<file path="config.mk">
export PLATFORM = sky130hd
export DESIGN_NAME = ddr3_loopback_traffic_generator
export DESIGN_NICKNAME = d
export VERILOG_FILES = /design/src/rtl/ddr3_loopback_traffic_generator.sv
export SDC_FILE = /design/constraint.sdc
export NUM_CORES = 1
export LEC_CHECK = 0
export CORE_MARGIN = 4
export CORE_UTILIZATION = 45
export CTS_CLUSTER_DIAMETER = 40
export DETAILED_ROUTE_END_ITERATION = 6
export PLACE_DENSITY = 0.76
export SLEW_MARGIN = 0
export SYNTH_ARGS = -nofsm -noshare
export SYNTH_HDL_FRONTEND = slang
export SYNTH_SLANG_ARGS = --single-unit
</file>
<file path="constraint.sdc">
create_clock -name clk -period 3.15 [get_ports clk]
set_clock_uncertainty 0.05 [all_clocks]
set_input_delay 0.945 -clock clk [delete_from_list [all_inputs] [get_ports clk]]
set_output_delay 0.945 -clock clk [all_outputs]
set_load 0.02 [all_outputs]
</file>
<file path="src/rtl/ddr3_loopback_traffic_generator.sv">
// ddr3_loopback_traffic_generator
//
// Purpose: loopback traffic generator/checker placed in front of the DDR3
// memory controller. A pass writes NUM_OF_TEST_DATA pattern words to an
// address window that starts at START_ADDRESS. It then reads the same window
// back and compares every returned word against a regenerated copy of the
// pattern. Mismatches are counted, with saturation at 16'hFFFF, and the
// result is reported through done/pass.
//
// Optional feature: define LOOPBACK_ERROR_LOG_EN to capture the read address,
// the expected word and the actual word of the first mismatch of a pass into
// first_err_*. When the macro is undefined those outputs are tied to 0 and no
// capture registers exist.
//
// Ports (AW = BANK_ADDRESS_BITWIDTH + ADDRESS_BITWIDTH):
//   clk                  in   single clock
//   resetn               in   synchronous, active-low reset
//   start                in   1-cycle request to begin a pass (ignored while busy)
//   pattern_mode         in   [1:0] 0=incrementing 1=LFSR 2=walking one 3=address
//   write_enable         out  write request to controller
//   read_enable          out  read request to controller
//   i_user_data_address  out  [AW-1:0] current write/read address
//   data_to_ram          out  [DQ-1:0] current write word
//   wr_accept            in   controller consumed current write address/data
//   rd_accept            in   controller consumed current read address
//   rd_data_valid        in   data_from_ram valid this cycle
//   data_from_ram        in   [DQ-1:0] returned read word
//   busy / done / pass   out  pass status; pass is meaningful while done=1
//   error_count          out  [15:0] saturating mismatch count
//   first_err_address    out  [AW-1:0] first mismatch address
//   first_err_expected   out  [DQ-1:0] first mismatch expected word
//   first_err_actual     out  [DQ-1:0] first mismatch returned word
//   dbg_state            out  [1:0] FSM state (IDLE=0, WRITE=1, READ=2, DONE=3)
//
// Handshake: a write word is transferred on any cycle where write_enable and
// wr_accept are both 1; address/data move to the next word in the following
// cycle. A read address is transferred on any cycle where read_enable and
// rd_accept are both 1. Returned data is taken on each rd_data_valid while in
// READ. There is no back-pressure on the return path, and the returns must
// arrive in issue order.

module ddr3_loopback_traffic_generator #(
    parameter int DQ_BITWIDTH           = 16,
    parameter int BANK_ADDRESS_BITWIDTH = 3,
    parameter int ADDRESS_BITWIDTH      = 14,
    parameter int NUM_OF_TEST_DATA      = 8,
    parameter logic [BANK_ADDRESS_BITWIDTH+ADDRESS_BITWIDTH-1:0] START_ADDRESS = '0
) (
    input  logic                                             clk,
    input  logic                                             resetn,
    input  logic                                             start,
    input  logic [1:0]                                       pattern_mode,
    output logic                                             write_enable,
    output logic                                             read_enable,
    output logic [BANK_ADDRESS_BITWIDTH+ADDRESS_BITWIDTH-1:0] i_user_data_address,
    output logic [DQ_BITWIDTH-1:0]                           data_to_ram,
    input  logic                                             wr_accept,
    input  logic                                             rd_accept,
    input  logic                                             rd_data_valid,
    input  logic [DQ_BITWIDTH-1:0]                           data_from_ram,
    output logic                                             busy,
    output logic                                             done,
    output logic                                             pass,
    output logic [15:0]                                      error_count,
    output logic [BANK_ADDRESS_BITWIDTH+ADDRESS_BITWIDTH-1:0] first_err_address,
    output logic [DQ_BITWIDTH-1:0]                           first_err_expected,
    output logic [DQ_BITWIDTH-1:0]                           first_err_actual,
    output logic [1:0]                                       dbg_state
);

    localparam int AW    = BANK_ADDRESS_BITWIDTH + ADDRESS_BITWIDTH;
    localparam int DQ    = DQ_BITWIDTH;
    localparam int LANES = DQ / 8;
    // Only the LFSR bits that can reach the data bus are passed to the
    // pattern function; wider buses replicate these 32 bits.
    localparam int LW    = (DQ < 32) ? DQ : 32;
    // Number of address bits that fit on the data bus in address-as-data mode.
    localparam int ACOPY = (AW < DQ) ? AW : DQ;

    localparam logic [15:0]   LAST_IDX  = 16'(NUM_OF_TEST_DATA - 1);
    localparam logic [15:0]   NUM_WORDS = 16'(NUM_OF_TEST_DATA);
    localparam logic [31:0]   LFSR_SEED = 32'hACE1ACE1;
    // Right-shift Galois toggle mask for x^32 + x^22 + x^2 + x + 1.
    localparam logic [31:0]   LFSR_TAPS = 32'h80200003;
    localparam logic [DQ-1:0] WALK_INIT = {{(DQ-1){1'b0}}, 1'b1};

    typedef enum logic [1:0] {
        S_IDLE  = 2'd0,
        S_WRITE = 2'd1,
        S_READ  = 2'd2,
        S_DONE  = 2'd3
    } state_t;

    state_t          state_q, state_d;
    logic [1:0]      mode_q, mode_d;

    // Issue side: index/address for writes, reused for read issue.
    logic [15:0]     iss_idx_q, iss_idx_d;
    logic [31:0]     iss_lfsr_q, iss_lfsr_d;
    logic [DQ-1:0]   iss_walk_q, iss_walk_d;
    logic [AW-1:0]   iss_addr_q, iss_addr_d;

    // Receive side: an independent generator that tracks returned words.
    logic [15:0]     rx_idx_q, rx_idx_d;
    logic [31:0]     rx_lfsr_q, rx_lfsr_d;
    logic [DQ-1:0]   rx_walk_q, rx_walk_d;
    logic [AW-1:0]   rx_addr_q, rx_addr_d;

    logic [15:0]     err_cnt_q, err_cnt_d;

    logic            start_accept;
    logic            rx_fire;
    logic            mismatch;
    logic [DQ-1:0]   rx_expected;
    logic [DQ-1:0]   iss_word;

    function automatic logic [31:0] lfsr_step(input logic [31:0] s);
        return s[0] ? ((s >> 1) ^ LFSR_TAPS) : (s >> 1);
    endfunction

    function automatic logic [DQ-1:0] walk_rotate(input logic [DQ-1:0] w);
        return {w[DQ-2:0], w[DQ-1]};
    endfunction

    function automatic logic [DQ-1:0] pattern_word(
        input logic [1:0]       mode,
        input logic [7:0]       idx_lo,
        input logic [LW-1:0]    lfsr_lo,
        input logic [DQ-1:0]    walk,
        input logic [ACOPY-1:0] addr_lo
    );
        logic [DQ-1:0] w;
        w = '0;
        case (mode)
            2'd0: begin
                for (int k = 0; k < LANES; k++) begin
                    w[8*k +: 8] = idx_lo + 8'(k);
                end
            end
            2'd1: begin
                for (int b = 0; b < DQ; b++) begin
                    w[b] = lfsr_lo[b % LW];
                end
            end
            2'd2: begin
                w = walk;
            end
            default: begin
                for (int b = 0; b < ACOPY; b++) begin
                    w[b] = addr_lo[b];
                end
            end
        endcase
        return w;
    endfunction

    assign iss_word    = pattern_word(mode_q, iss_idx_q[7:0], iss_lfsr_q[LW-1:0],
                                      iss_walk_q, iss_addr_q[ACOPY-1:0]);
    assign rx_expected = pattern_word(mode_q, rx_idx_q[7:0], rx_lfsr_q[LW-1:0],
                                      rx_walk_q, rx_addr_q[ACOPY-1:0]);

    // The FSM leaves READ on the last receive, so any return taken in READ is
    // within the expected count. Extra or stray returns are dropped here.
    assign rx_fire      = (state_q == S_READ) && rd_data_valid;
    assign mismatch     = rx_fire && (data_from_ram != rx_expected);
    assign start_accept = start && ((state_q == S_IDLE) || (state_q == S_DONE));

    always_comb begin
        state_d      = state_q;
        mode_d       = mode_q;
        iss_idx_d    = iss_idx_q;
        iss_lfsr_d   = iss_lfsr_q;
        iss_walk_d   = iss_walk_q;
        iss_addr_d   = iss_addr_q;
        rx_idx_d     = rx_idx_q;
        rx_lfsr_d    = rx_lfsr_q;
        rx_walk_d    = rx_walk_q;
        rx_addr_d    = rx_addr_q;
        err_cnt_d    = err_cnt_q;
        write_enable = 1'b0;
        read_enable  = 1'b0;

        case (state_q)
            S_IDLE, S_DONE: begin
                if (start_accept) begin
                    state_d    = S_WRITE;
                    mode_d     = pattern_mode;
                    iss_idx_d  = '0;
                    iss_lfsr_d = LFSR_SEED;
                    iss_walk_d = WALK_INIT;
                    iss_addr_d = START_ADDRESS;
                    rx_idx_d   = '0;
                    rx_lfsr_d  = LFSR_SEED;
                    rx_walk_d  = WALK_INIT;
                    rx_addr_d  = START_ADDRESS;
                    err_cnt_d  = '0;
                end
            end

            S_WRITE: begin
                write_enable = 1'b1;
                if (wr_accept) begin
                    if (iss_idx_q == LAST_IDX) begin
                        // The read issue reuses the index/address counters.
                        state_d    = S_READ;
                        iss_idx_d  = '0;
                        iss_addr_d = START_ADDRESS;
                    end else begin
                        iss_idx_d  = iss_idx_q + 16'd1;
                        iss_lfsr_d = lfsr_step(iss_lfsr_q);
                        iss_walk_d = walk_rotate(iss_walk_q);
                        iss_addr_d = iss_addr_q + AW'(1);
                    end
                end
            end

            S_READ: begin
                read_enable = (iss_idx_q != NUM_WORDS);
                if (read_enable && rd_accept) begin
                    iss_idx_d  = iss_idx_q + 16'd1;
                    iss_addr_d = iss_addr_q + AW'(1);
                end
                if (rx_fire) begin
                    rx_idx_d  = rx_idx_q + 16'd1;
                    rx_lfsr_d = lfsr_step(rx_lfsr_q);
                    rx_walk_d = walk_rotate(rx_walk_q);
                    rx_addr_d = rx_addr_q + AW'(1);
                    if (mismatch && (err_cnt_q != 16'hFFFF)) begin
                        err_cnt_d = err_cnt_q + 16'd1;
                    end
                    if (rx_idx_q == LAST_IDX) begin
                        state_d = S_DONE;
                    end
                end
            end

            default: begin
                state_d = S_IDLE;
            end
        endcase
    end

    always_ff @(posedge clk) begin
        if (!resetn) begin
            state_q    <= S_IDLE;
            mode_q     <= '0;
            iss_idx_q  <= '0;
            iss_lfsr_q <= '0;
            iss_walk_q <= '0;
            iss_addr_q <= '0;
            rx_idx_q   <= '0;
            rx_lfsr_q  <= '0;
            rx_walk_q  <= '0;
            rx_addr_q  <= '0;
            err_cnt_q  <= '0;
        end else begin
            state_q    <= state_d;
            mode_q     <= mode_d;
            iss_idx_q  <= iss_idx_d;
            iss_lfsr_q <= iss_lfsr_d;
            iss_walk_q <= iss_walk_d;
            iss_addr_q <= iss_addr_d;
            rx_idx_q   <= rx_idx_d;
            rx_lfsr_q  <= rx_lfsr_d;
            rx_walk_q  <= rx_walk_d;
            rx_addr_q  <= rx_addr_d;
            err_cnt_q  <= err_cnt_d;
        end
    end

    assign i_user_data_address = iss_addr_q;
    // The data bus is only driven with a pattern while writing. This keeps it
    // at 0 after reset and between passes.
    assign data_to_ram         = write_enable ? iss_word : '0;
    assign busy                = (state_q == S_WRITE) || (state_q == S_READ);
    assign done                = (state_q == S_DONE);
    assign pass                = (state_q == S_DONE) && (err_cnt_q == 16'd0);
    assign error_count         = err_cnt_q;
    assign dbg_state           = state_q;

`ifdef LOOPBACK_ERROR_LOG_EN
    logic [AW-1:0] ferr_addr_q, ferr_addr_d;
    logic [DQ-1:0] ferr_exp_q, ferr_exp_d;
    logic [DQ-1:0] ferr_act_q, ferr_act_d;

    // err_cnt_q is cleared on every accepted start, so a zero count means that
    // this mismatch is the first one of the pass.
    always_comb begin
        ferr_addr_d = ferr_addr_q;
        ferr_exp_d  = ferr_exp_q;
        ferr_act_d  = ferr_act_q;
        if (start_accept) begin
            ferr_addr_d = '0;
            ferr_exp_d  = '0;
            ferr_act_d  = '0;
        end else if (mismatch && (err_cnt_q == 16'd0)) begin
            ferr_addr_d = rx_addr_q;
            ferr_exp_d  = rx_expected;
            ferr_act_d  = data_from_ram;
        end
    end

    always_ff @(posedge clk) begin
        if (!resetn) begin
            ferr_addr_q <= '0;
            ferr_exp_q  <= '0;
            ferr_act_q  <= '0;
        end else begin
            ferr_addr_q <= ferr_addr_d;
            ferr_exp_q  <= ferr_exp_d;
            ferr_act_q  <= ferr_act_d;
        end
    end

    assign first_err_address  = ferr_addr_q;
    assign first_err_expected = ferr_exp_q;
    assign first_err_actual   = ferr_act_q;
`else
    assign first_err_address  = '0;
    assign first_err_expected = '0;
    assign first_err_actual   = '0;
`endif

endmodule

</file>
==> impl_metrics.tcl <==
set metrics [dict create \
    grt_max_degree 51 \
    ctsHoldBuffers 0 \
    ir_drop_mv 0.571 \
    leakage_nw 4.36 \
    end_kind "output port" \
    cp.required_ps 2150 \
    hold_depth 2 \
    maxCapViolCount 0 \
    avgRoutedWirePerCell_um 16.7 \
    synth_common_cells "181 x dfxtp_1, 120 x nand2_1, 75 x nor2_1" \
    drive_gt1_share_pct 17.9 \
    dp_slack_ps -780 \
    whs_ps 412 \
    io_buffers 79 \
    violations "setup timing" \
    clock_sink_count 181 \
    io_pins 129 \
    root_buffer "clkbuf_16" \
    clk_latency_ps 430 \
    arrival_ps 2230 \
    grt.overflow.total 0 \
    grtUsageTotal_pct 20.8 \
    gp_congestion 0.909 \
    yosysMostFrequentCell "dfxtp_1" \
    area_delta_synth_final_pct 23.7 \
    max_slew.worst_pin.slew_ps 541 \
    dr.pass1.iters 5 \
    dp_cells 1457 \
    crit_type "reg -> out" \
    fmax_ghz 0.310 \
    synth_area_per_cell_um2 8.74 \
    post-route-util_pct 57.4 \
    num_vias 8292 \
    antenna_found_initial 0 \
    pwr_density_cell_nw_per_um2 715 \
    synth.distinct_cells 60 \
    diodes 0 \
    synth_area_leaders "dfxtp_1 38%, mux4_2 5.0%, nand2_1 4.7%" \
    clkTransAtPathRegs_ps 70 \
    die_y_um 153 \
    drc 0 \
    wl_mm 25.0 \
    ys_ff_latch 181 \
    reg2reg_from "mode_q[1]$_SDFFE_PN0P_" \
    numCtsBuffers 17 \
    r2r_cells 11 \
    initial_core_util_pct 46.4 \
    clk_path_buf_depth 2 \
    final_cells 1493 \
    drv_slew 0 \
    die_x_um 153 \
    slew_headroom_pct 63.0 \
    fillers 1785 \
    grt_pass1_vias 7720 \
    r2r_end "error_count[5]$_SDFFE_PN0P_" \
    startpoint_type "register" \
    antenna_left 0 \
    placement.cell_area_um2 10900 \
    synth-async-reset-ratio_pct 0 \
    fp.dieArea_um2 23500 \
    status "finished, violations left" \
    std_cell_rows 52 \
    rsz0062_at_grt "yes" \
    fin_tns_setup_ps -116 \
    drt_iter0_drc 555 \
    reg2reg_slack_ps 90 \
    hold_end "iss_lfsr_q[23]$_SDFFE_PN0P_" \
    setup_viol 4 \
    synth_area_leader_cell "dfxtp_1" \
    core_um2 20500 \
    power_mw 8.41 \
    netlist_instances 1087 \
    synth_edf_count 0 \
    hold_viol_final 0 \
    ys_seq_area_share_pct 38.1 \
    fin_area_um2 11800 \
    viasPerCell 5.55 \
    worst-path-max-fanout 3 \
    fin_crit_ps 3220 \
    synth-main-ff-cell "dfxtp_1" \
    hpwl_mm 17.7 \
    tritoncts "done" \
    hold_path.class "reg -> reg" \
    synth_top_area_share_pct 38.1 \
    yosys_warnings 0 \
    final_nets 1245 \
    grt_pass1_wl_mm 40.4 \
    setup_ws_ps -73.4 \
    cts_max_level 4 \
    post-route-period-util_pct 102 \
    hold_path_startpoint "iss_lfsr_q[23]$_SDFFE_PN0P_" \
    syn-cell-area_um2 9510 \
]
repair_timing:
action                                  CTS  global route
hold endpoints to repair                  0             0
resized for setup                        83            18
cloned                                    0             0
endpoints found under the setup margin   34            24
pin swaps                                10             6
setup buffers                             5             0
per-layer routing:
layer  part of all wire, %  wire [um]  global-route usage [%]  vias to the layer above
li1                      -          -                       -                     3986
met4                   1.7        423                    6.06                        0
met2                    48      12100                    34.1                      285
met3                   6.2       1550                    3.08                       32
met5                     0          0                       0                        -
met1                    44      11000                    28.5                     3989
cells by family after synthesis:
group,count (synthesis),synth area share (%)
AOI/OAI and AO/OA,219,16.6
DFF,181,38.1
muxes,48,7.85
buffers and inverters,140,7.62
and+or+nand+nor,416,21.8
other,1,0.0395
xor gates and xnor gates,71,6.54
adders and majority gates,11,1.45
cell type report:
cell class | instances | area, um2 | share of cell area [%]
Tap cell | 270 | 338 | 2.87
Timing Repair Buffer | 174 | 1590 | 13.5
Clock buffer | 17 | 425 | 3.62
Clock inverter | 15 | 181 | 1.54
Sequential cell | 181 | 3640 | 30.9
Multi-Input combinational cell | 814 | 5510 | 46.9
Inverter | 22 | 82.6 | 0.702
cell usage in the layout (no fill, tap or decap), types with 6 or more instances in the layout:
| cell | count |
|---|---|
| nand4_1 | 22 |
| nor2b_1 | 42 |
| or3_1 | 7 |
| xnor2_1 | 25 |
| ha_1 | 9 |
| o21ai_0 | 47 |
| nand2_1 | 120 |
| nor3_1 | 10 |
| nor4_1 | 11 |
| inv_1 | 20 |
| o221a_2 | 16 |
| nand3_1 | 56 |
| mux2i_1 | 23 |
| clkdlybuf4s50_1 | 55 |
| nor2_1 | 74 |
| o21a_1 | 6 |
| dfxtp_1 | 174 |
| clkbuf_16 | 17 |
| conb_1 | 49 |
| a21oi_1 | 22 |
| buf_12 | 7 |
| a21boi_0 | 52 |
| and2_1 | 20 |
| xor2_1 | 41 |
| nand2b_1 | 12 |
| buf_4 | 82 |
| mux4_2 | 21 |
| a22oi_1 | 37 |
| dlygate4sd2_1 | 11 |
| buf_6 | 10 |
| and3_1 | 13 |
worst max path at each step:
stage / from / cells after the start / to
floorplan: data_from_ram[10] / 7 / error_count[5]$_SDFFE_PN0P_
global placement: data_from_ram[11] / 9 / error_count[5]$_SDFFE_PN0P_
detailed placement: data_from_ram[11] / 9 / error_count[5]$_SDFFE_PN0P_
CTS: iss_idx_q[1]$_SDFFE_PN0P_ / 7 / data_to_ram[15]
global route: iss_idx_q[1]$_SDFFE_PN0P_ / 7 / data_to_ram[15]
finish: iss_idx_q[1]$_SDFFE_PN0P_ / 7 / data_to_ram[15]
critical path, cell delays in order (launching register included):
cell and delay (ps):
dfxtp_2 340, and3_4 170, and3_4 180, and3_4 200
xor2_4 160, mux4_2 470, and2_4 150, buf_6 120
power by group:
part	internal [mW]	switching (mW)	leakage [nW]
logic	1.29	2.14	2.60
clock network	1.14	1.02	0.296
registers	2.58	0.239	1.47
state kept, by name, summed over array words and instances (netlist names):
name	cells
rx_lfsr_q	32
iss_lfsr_q	32
i_user_data_address	17
error_count	16
iss_idx_q	16
mode_q	2
rx_idx_q	16
iss_walk_q	16
dbg_state	2
rx_walk_q	16
rx_addr_q	16
Power figures use the tool's default switching activity.
